[config.mk]
export PLATFORM = sky130hd
export DESIGN_NAME = wb_boot_copier
export DESIGN_NICKNAME = d
export VERILOG_FILES = /design/src/rtl/moxie_wb_pkg.sv /design/src/rtl/wb_ack_timer.sv /design/src/rtl/wb_boot_copier.sv
export SDC_FILE = /design/constraint.sdc
export NUM_CORES = 1
export LEC_CHECK = 0
export BUFFER_PORTS_ARGS = -buffer_cell sky130_fd_sc_hd__buf_4
export CAP_MARGIN = 20
export CORE_UTILIZATION = 45
export CTS_BUF_LIST = sky130_fd_sc_hd__clkbuf_4 sky130_fd_sc_hd__clkbuf_8
export CTS_CLUSTER_DIAMETER = 40
export DETAILED_ROUTE_END_ITERATION = 7
export GPL_TIMING_DRIVEN = 1
export HOLD_SLACK_MARGIN = 0.02
export PLACE_DENSITY = 0.8
export SYNTH_ARGS = -nofsm -noshare
export SYNTH_HDL_FRONTEND = slang
export SYNTH_SLANG_ARGS = --single-unit
[constraint.sdc]
create_clock -name wb_clk_i -period 2.5 [get_ports wb_clk_i]
set_input_delay 0.25 -clock wb_clk_i [delete_from_list [all_inputs] [get_ports wb_clk_i]]
set_output_delay 0.25 -clock wb_clk_i [all_outputs]
set_load 0.01 [all_outputs]
[src/rtl/moxie_wb_pkg.sv]
// ---------------------------------------------------------------------------
// moxie_wb_pkg
//   Shared Wishbone definitions for the boot copier: bus widths, the
//   "all byte lanes" select value and the copier state encoding.
// ---------------------------------------------------------------------------
package moxie_wb_pkg;

    localparam int unsigned WB_ADR_W = 32;
    localparam int unsigned WB_DAT_W = 32;
    localparam int unsigned WB_HW_W  = 16;

    localparam logic [1:0] WB_SEL_ALL = 2'b11;

    // ST_ERR is only ever reached when the ack timeout is compiled in.
    typedef enum logic [2:0] {
        ST_IDLE = 3'd0,
        ST_RD   = 3'd1,
        ST_WR   = 3'd2,
        ST_DONE = 3'd3,
        ST_ERR  = 3'd4
    } copy_state_e;

endpackage

[src/rtl/wb_ack_timer.sv]
// ---------------------------------------------------------------------------
// wb_ack_timer
//   Counts cycles spent waiting for a Wishbone acknowledge and flags expiry
//   on the TIMEOUT-th consecutive wait cycle. Only used when the copier is
//   built with BOOTCOPY_TIMEOUT_EN.
// Ports
//   clk_i      in  1  clock
//   rst_i      in  1  asynchronous reset, active high
//   clr_i      in  1  restart the count (ack seen, or no access pending)
//   en_i       in  1  an access is pending this cycle
//   expired_o  out 1  this is the TIMEOUT-th wait cycle without ack
// ---------------------------------------------------------------------------
module wb_ack_timer #(
    parameter int unsigned TIMEOUT = 16
) (
    input  logic clk_i,
    input  logic rst_i,
    input  logic clr_i,
    input  logic en_i,
    output logic expired_o
);

    localparam int unsigned CNT_W = (TIMEOUT > 2) ? $clog2(TIMEOUT) : 1;
    localparam logic [CNT_W-1:0] CNT_LAST = CNT_W'(TIMEOUT - 1);

    logic [CNT_W-1:0] cnt_q, cnt_d;

    // cnt_q holds the number of wait cycles already elapsed, so the current
    // cycle is wait cycle cnt_q+1.
    assign expired_o = en_i && !clr_i && (cnt_q == CNT_LAST);

    always_comb begin
        cnt_d = cnt_q;
        if (clr_i) begin
            cnt_d = '0;
        end else if (en_i && !expired_o) begin
            cnt_d = cnt_q + 1'b1;
        end
    end

    always_ff @(posedge clk_i or posedge rst_i) begin
        if (rst_i) begin
            cnt_q <= '0;
        end else begin
            cnt_q <= cnt_d;
        end
    end

endmodule

[src/rtl/wb_boot_copier.sv]
// ---------------------------------------------------------------------------
// wb_boot_copier
//   Wishbone initiator that copies LEN_HW 16-bit halfwords from SRC_BASE to
//   DST_BASE after a start pulse, using classic single cycles alternating
//   read / write with cyc/stb held high for the whole copy.
//   Optional feature macro: BOOTCOPY_TIMEOUT_EN (ack timeout -> ERR state).
// Ports
//   wb_clk_i   in  1   clock
//   wb_rst_i   in  1   asynchronous reset, active high
//   start_i    in  1   copy request pulse (accepted in IDLE/DONE/ERR only)
//   busy_o     out 1   copy in progress
//   done_o     out 1   copy finished or aborted, sticky until next start
//   err_o      out 1   copy aborted on ack timeout, sticky until next start
//   wb_adr_o   out 32  byte address (bit 0 always 0)
//   wb_dat_o   out 32  write data {16'h0000, halfword}
//   wb_dat_i   in  32  read data, halfword in [15:0]
//   wb_we_o    out 1   write enable
//   wb_tga_o   out 1   address tag, always 0 (memory space)
//   wb_stb_o   out 1   strobe
//   wb_cyc_o   out 1   cycle
//   wb_sel_o   out 2   byte lanes
//   wb_ack_i   in  1   slave acknowledge (may be combinational)
// ---------------------------------------------------------------------------
module wb_boot_copier
    import moxie_wb_pkg::*;
#(
    parameter logic [WB_ADR_W-1:0] SRC_BASE = 32'h0000_1000,
    parameter logic [WB_ADR_W-1:0] DST_BASE = 32'h0000_0000,
    parameter int unsigned         LEN_HW   = 128,
    parameter int unsigned         TIMEOUT  = 16
) (
    input  logic                wb_clk_i,
    input  logic                wb_rst_i,
    input  logic                start_i,
    output logic                busy_o,
    output logic                done_o,
    output logic                err_o,
    output logic [WB_ADR_W-1:0] wb_adr_o,
    output logic [WB_DAT_W-1:0] wb_dat_o,
    input  logic [WB_DAT_W-1:0] wb_dat_i,
    output logic                wb_we_o,
    output logic                wb_tga_o,
    output logic                wb_stb_o,
    output logic                wb_cyc_o,
    output logic [1:0]          wb_sel_o,
    input  logic                wb_ack_i
);

    localparam logic [WB_HW_W-1:0] LAST_IDX = WB_HW_W'(LEN_HW - 1);

    // Elaboration-time parameter sanity checks.
    if (LEN_HW < 1 || LEN_HW > 65535) begin : g_bad_len
        $error("wb_boot_copier: LEN_HW out of range 1..65535");
    end
    if (TIMEOUT < 2) begin : g_bad_timeout
        $error("wb_boot_copier: TIMEOUT must be at least 2");
    end

    copy_state_e         state_q, state_d;
    logic [WB_HW_W-1:0]  idx_q, idx_d;
    logic [WB_ADR_W-1:0] adr_q, adr_d;
    logic [WB_DAT_W-1:0] dat_q, dat_d;
    logic                we_q, we_d;
    logic                stb_q, stb_d;
    logic                cyc_q, cyc_d;
    logic [1:0]          sel_q, sel_d;
    logic                busy_q, busy_d;
    logic                done_q, done_d;
    logic                ack;
    logic                ack_timeout;
    logic                unused_dat_hi;

    // Only the low halfword of the read data is copied.
    assign unused_dat_hi = ^wb_dat_i[WB_DAT_W-1:WB_HW_W];

    // An ack outside an active strobe is not ours.
    assign ack = wb_ack_i && stb_q;

`ifdef BOOTCOPY_TIMEOUT_EN
    logic err_q, err_d;

    wb_ack_timer #(
        .TIMEOUT (TIMEOUT)
    ) u_ack_timer (
        .clk_i     (wb_clk_i),
        .rst_i     (wb_rst_i),
        .clr_i     (ack || !stb_q),
        .en_i      (stb_q),
        .expired_o (ack_timeout)
    );
`else
    assign ack_timeout = 1'b0;
`endif

    // Next state, copy index and latched read halfword.
    always_comb begin
        state_d = state_q;
        idx_d   = idx_q;
        dat_d   = dat_q;
        case (state_q)
            ST_IDLE, ST_DONE, ST_ERR: begin
                if (start_i) begin
                    state_d = ST_RD;
                    idx_d   = '0;
                end
            end
            ST_RD: begin
                if (ack) begin
                    state_d = ST_WR;
                    dat_d   = {{(WB_DAT_W-WB_HW_W){1'b0}}, wb_dat_i[WB_HW_W-1:0]};
                end else if (ack_timeout) begin
                    state_d = ST_ERR;
                end
            end
            ST_WR: begin
                if (ack) begin
                    if (idx_q == LAST_IDX) begin
                        state_d = ST_DONE;
                    end else begin
                        state_d = ST_RD;
                        idx_d   = idx_q + 1'b1;
                    end
                end else if (ack_timeout) begin
                    state_d = ST_ERR;
                end
            end
            default: begin
                state_d = ST_IDLE;
            end
        endcase

        // The write data register doubles as the halfword latch, so it is
        // only meaningful while a write is being presented.
        if (state_d != ST_WR) begin
            dat_d = '0;
        end
    end

    // Registered bus outputs decoded from the upcoming state, so the bus
    // reflects the new phase in the very cycle after an ack.
    always_comb begin
        stb_d  = (state_d == ST_RD) || (state_d == ST_WR);
        cyc_d  = stb_d;
        busy_d = stb_d;
        we_d   = (state_d == ST_WR);
        sel_d  = stb_d ? WB_SEL_ALL : 2'b00;
        adr_d  = '0;
        if (state_d == ST_RD) begin
            adr_d = SRC_BASE + WB_ADR_W'({idx_d, 1'b0});
        end else if (state_d == ST_WR) begin
            adr_d = DST_BASE + WB_ADR_W'({idx_d, 1'b0});
        end
        adr_d[0] = 1'b0;
        done_d = (state_d == ST_DONE) || (state_d == ST_ERR);
    end

    always_ff @(posedge wb_clk_i or posedge wb_rst_i) begin
        if (wb_rst_i) begin
            state_q <= ST_IDLE;
            idx_q   <= '0;
            adr_q   <= '0;
            dat_q   <= '0;
            we_q    <= 1'b0;
            stb_q   <= 1'b0;
            cyc_q   <= 1'b0;
            sel_q   <= 2'b00;
            busy_q  <= 1'b0;
            done_q  <= 1'b0;
        end else begin
            state_q <= state_d;
            idx_q   <= idx_d;
            adr_q   <= adr_d;
            dat_q   <= dat_d;
            we_q    <= we_d;
            stb_q   <= stb_d;
            cyc_q   <= cyc_d;
            sel_q   <= sel_d;
            busy_q  <= busy_d;
            done_q  <= done_d;
        end
    end

`ifdef BOOTCOPY_TIMEOUT_EN
    assign err_d = (state_d == ST_ERR);

    always_ff @(posedge wb_clk_i or posedge wb_rst_i) begin
        if (wb_rst_i) begin
            err_q <= 1'b0;
        end else begin
            err_q <= err_d;
        end
    end

    assign err_o = err_q;
`else
    assign err_o = 1'b0;
`endif

    assign busy_o   = busy_q;
    assign done_o   = done_q;
    assign wb_adr_o = adr_q;
    assign wb_dat_o = dat_q;
    assign wb_we_o  = we_q;
    assign wb_tga_o = 1'b0;
    assign wb_stb_o = stb_q;
    assign wb_cyc_o = cyc_q;
    assign wb_sel_o = sel_q;

endmodule

==> summary.md <==
Adding up every negative setup slack in the final design gives 0 ns. The portion of netlist area occupied by mux cells was 1.399%; the hold buffer count at CTS was 0. Cell leakage power: 0.001733 uW.

The peak clock frequency supported by timing is 418.1 MHz, and the worst slack at placement is 0.1261 ns. By area, the combinational part of the netlist is dominated by simple AND/OR/NAND/NOR gates. The finished cells cover 3458 sq um. The root buffer cell was sky130_fd_sc_hd__clkbuf_8.

The synthesized design contains 55 register bits. Along the worst path, the maximum fanout reaches 5. The floorplan step set the die width to 82.99 um.

The critical path goes through ha_1, nand2_1, or4_4, o2bb2ai_1, a22o_2, ha_1, and2_1, mux2_2. The repair_antennas step left the layout with diodes totalling 0. The clock drives 55 sinks. For the number of failing hold endpoints at the final stage, the log shows 0. The die area is 6887 sq um. The top-level port count was 109. The routed layout has 2,338 vias. The kind of cell with the highest combined delay along the critical path is simple AND/OR/NAND/NOR gates. In the final layout, the multi-input gates occupy 1313 sq um.

The synthesized netlist devotes 0% of its cell area to XOR and XNOR gates. The share of synthesized registers carrying an async set or reset was 100.0%. The number of antenna violations at the first check in global routing is 0, and the clock input transition at the sequential cells of the worst setup and hold paths is 0.11 ns. Post-synthesis cell count: 306. Counting I/O delays and the setup requirement, the final critical path takes 2.392 ns. Area added between synthesis and finish: 17.17%. In this design, the critical path's most frequently occurring cell is sky130_fd_sc_hd__ha_1. The transition time at the pin with the least slew margin was 0.6958 ns; the mean cell area of the mapped netlist was 9.646 sq um. The aggregate routed wire length was 6.060 mm; the remaining max-slew budget at the tightest pin was 53.62%. Setup violations remaining at the end of the flow were counted as 0. The logs give 2 for the CTS H-tree depth and 10.15 mm for the first-pass GRT wire length. The count of final max-slew check failures is 0, and the area after detailed placement is 3361 sq um.

The tools report the cell row count as 29. The run finished with clean final reports. Measured along the y axis, the die boundary spans 82.99 um. For the worst clock skew, the log shows 0.01706 ns. The logs give 2586 uW for the power after layout and 4 for the detailed-router iteration count before antenna repair. Including well taps, the total number of placed cells is 439. STA classifies the critical path endpoint as a flip-flop. The tools report the non-filler instance count after layout as 447. The worst path meets setup with 0.1085 ns of slack. After layout, the worst path uses 95.66% of the clock period.

Summing the areas of all compound-gate instances in the mapped netlist gives 16.41% of the synthesized area. Counting flops with a built-in enable in the synthesized netlist gives 0. Global routing used 18.22% of the available tracks across all layers. Kind of start point of the critical path: a flip-flop. For this run, the slowest stage of the critical path takes 0.45 ns. The tightest min-delay check is of the primary input to asynchronous set/reset pin type.

The placer congestion estimate was 0.8321. The via count of the first global-routing pass is 2,200. The count of fill cells added during filler insertion was 562.

The most used flip-flop cell after synthesis is sky130_fd_sc_hd__dfrtp_1. The final global-route overflow total is 0. After Yosys synthesis, and, or, nand and nor cells account for 21.41% of the synthesized area.

Fraction of final layout cells sized beyond drive strength 1: 28.65%. The count of nets left with antenna violations once routing finished came out at 0. Number of vias per cell after detailed routing: 5.230.

Sequential cells were found to cover 46.63% of the synthesized design area. After floorplanning, the core was sized to cover 6350 sq um. During synthesis, Yosys emitted a total of 0 warnings. The logs give 1376 sq um for the sequential cell area in the final layout and 145 for the DRC marker count from the first detailed-route iteration.

The wire-length estimate of the detail-placed layout is 4.513 mm. Clock latency on the worst-skew pair, taken at its later pin, is 0.32 ns. Critical path's slowest cell: sky130_fd_sc_hd__or4_4.

Dividing the detail-routed wire length by the instance count gives 13.56 um. For the distinct cell type count after synthesis, the log shows 61. Setup repair after global routing left no endpoint under its margin.

In this run the tool buffered the top-level ports with 59 buffer cells. Power spread over the standard cell area amounts to 747.8 nW/um^2. The adder and majority gate portion of the synthesized area works out to 0.8478%.

Data on the critical path is required at its endpoint by 2.72 ns. TritonCTS built the clock tree. Together, buffers and inverters on the worst path number 0.

The critical path in this run is classified as flip-flop to flip-flop. IR analysis of the VDD net gives a maximum drop of 0.6319 mV. The number of nets in the layout is 407. Counting the buffers created by CTS gives 5. For this configuration, the core starts out at a cell density of 46.48%. The largest net degree at the start of global routing is 56. DRC violation count after routing: 0. The number of buffers on the longest clock path was 2; the total setup buffers inserted after CTS was 0. Max-cap violations in this run came to 0. The run gives 2.61 ns as the endpoint arrival time on the critical path. In this run the cell area of the synthesized design comes to 2952 sq um. The number of gates resized after CTS was 0.
worst register-to-register path, stage by stage, from the launching register on:
cell and delay [ns]:
sky130_fd_sc_hd__dfrtp_1 0.42, sky130_fd_sc_hd__ha_1 0.25, sky130_fd_sc_hd__nand2_1 0.09, sky130_fd_sc_hd__or4_4 0.45, sky130_fd_sc_hd__o2bb2ai_1 0.14, sky130_fd_sc_hd__a22o_2 0.31
sky130_fd_sc_hd__ha_1 0.22, sky130_fd_sc_hd__and2_1 0.15, sky130_fd_sc_hd__mux2_2 0.25
sequential cells by signal, summed over array words and instances (netlist names):
signal	count
wb_adr_o	17
idx_q	16
wb_dat_o	16
state_q	3
done_o	1
wb_sel_o	1
wb_we_o	1
cells in the mapped netlist (2+ instances only):
cell type                  count  area share [%]
sky130_fd_sc_hd__clkbuf_1      6            0.76
sky130_fd_sc_hd__dfrtp_1      55              47
sky130_fd_sc_hd__a21o_1        3            0.76
sky130_fd_sc_hd__nand3_1       8             1.4
sky130_fd_sc_hd__nand2_1      50             6.4
sky130_fd_sc_hd__a22o_1        3            0.89
sky130_fd_sc_hd__and4_1        2            0.59
sky130_fd_sc_hd__buf_2         2            0.34
sky130_fd_sc_hd__nand4_1       4            0.85
sky130_fd_sc_hd__nor2_1       14             1.8
sky130_fd_sc_hd__a211oi_1      3            0.76
sky130_fd_sc_hd__nor3_1        5            0.85
sky130_fd_sc_hd__inv_1         6            0.76
sky130_fd_sc_hd__and2_1        7             1.5
sky130_fd_sc_hd__a31oi_2       2            0.85
sky130_fd_sc_hd__buf_4        38             9.7
sky130_fd_sc_hd__nand2b_1      2            0.42
sky130_fd_sc_hd__buf_6         4             1.5
sky130_fd_sc_hd__o21ai_0      12             2.0
sky130_fd_sc_hd__ha_1          2            0.85
sky130_fd_sc_hd__a21oi_1      28             4.7
sky130_fd_sc_hd__and3_1        3            0.64
sky130_fd_sc_hd__mux2i_1       3             1.0
sky130_fd_sc_hd__a31oi_1       7             1.5
report_power, final:
part / switching, uW / total [uW] / internal, uW
sequential: 81.7 / 1050 / 973
combinational: 630 / 1020 / 394
clock: 304 / 508 / 203
worst paths after layout:
check                                    startpoint                        to  slack, ns  cells after the start
max                              idx_q[0]$_DFF_PP0_    wb_adr_o[14]$_DFF_PP0_       0.11                      8
min                                        wb_rst_i     wb_adr_o[9]$_DFF_PP0_       0.12                      3
max reg2reg                      idx_q[0]$_DFF_PP0_    wb_adr_o[14]$_DFF_PP0_       0.11                      8
min reg2reg                wb_dat_o[12]$_DFFE_PP0P_  wb_dat_o[12]$_DFFE_PP0P_       0.53                      2
max in group asynchronous                  wb_rst_i        idx_q[3]$_DFF_PP0_       1.92                      3
min in group wb_clk_i                   wb_dat_i[1]   wb_dat_o[1]$_DFFE_PP0P_       0.16                      3
cell usage in the layout (no fill, tap or decap), types with 2 or more instances in the layout:
| master | instances |
|---|---|
| sky130_fd_sc_hd__a211oi_1 | 3 |
| sky130_fd_sc_hd__a21o_1 | 3 |
| sky130_fd_sc_hd__a21oi_1 | 28 |
| sky130_fd_sc_hd__a22o_1 | 3 |
| sky130_fd_sc_hd__a31oi_1 | 7 |
| sky130_fd_sc_hd__a31oi_2 | 2 |
| sky130_fd_sc_hd__and2_1 | 7 |
| sky130_fd_sc_hd__and3_1 | 3 |
| sky130_fd_sc_hd__and4_1 | 2 |
| sky130_fd_sc_hd__buf_4 | 74 |
| sky130_fd_sc_hd__clkbuf_8 | 5 |
| sky130_fd_sc_hd__conb_1 | 33 |
| sky130_fd_sc_hd__dfrtp_1 | 55 |
| sky130_fd_sc_hd__ha_1 | 2 |
| sky130_fd_sc_hd__inv_1 | 5 |
| sky130_fd_sc_hd__inv_2 | 2 |
| sky130_fd_sc_hd__inv_6 | 2 |
| sky130_fd_sc_hd__mux2i_1 | 3 |
| sky130_fd_sc_hd__nand2_1 | 50 |
| sky130_fd_sc_hd__nand2b_1 | 2 |
| sky130_fd_sc_hd__nand3_1 | 8 |
| sky130_fd_sc_hd__nand4_1 | 4 |
| sky130_fd_sc_hd__nor2_1 | 14 |
| sky130_fd_sc_hd__nor3_1 | 5 |
| sky130_fd_sc_hd__o21ai_0 | 12 |
layout make-up:
| cell class | count | share of cell area (%) |
|---|---|---|
| clock buffers | 5 | 1.990 |
| well taps | 77 | 2.786 |
| repair buffers | 74 | 16.06 |
| clock inverters | 3 | 0.6512 |
| multi-input cells | 226 | 37.95 |
| inverters | 7 | 0.7598 |
| flip-flops and latches | 55 | 39.80 |
per-stage QoR:
step / utilization (%) / hold WS [ns]
6_report: 54.46 / 0.1215
5_1_grt: 54.46 / 0.1540
4_1_cts: 54.36 / 0.1348
3_5_place_dp: 52.93 / 0.4928
3_3_place_gp: 52.93 / 0.4830
2_1_floorplan: - / 0.3807
per-layer routing:
metal / part of all wire [%] / track usage (%) / wire length [um]
met3: 4.3 / 3.678 / 262
met1: 44 / 23.30 / 2643
met2: 49 / 30.10 / 2981
met4: 2.9 / 7.680 / 173
met5: 0 / 0 / 0
kinds of logic after synthesis:
kind of cell               Yosys count
DFF                                 55
AOI/OAI and AO/OA                   72
buffers and inverters               57
and+or+nand+nor                    115
other                                1
adders and majority gates            2
muxes                                4
(Power assumes the default switching activity.)
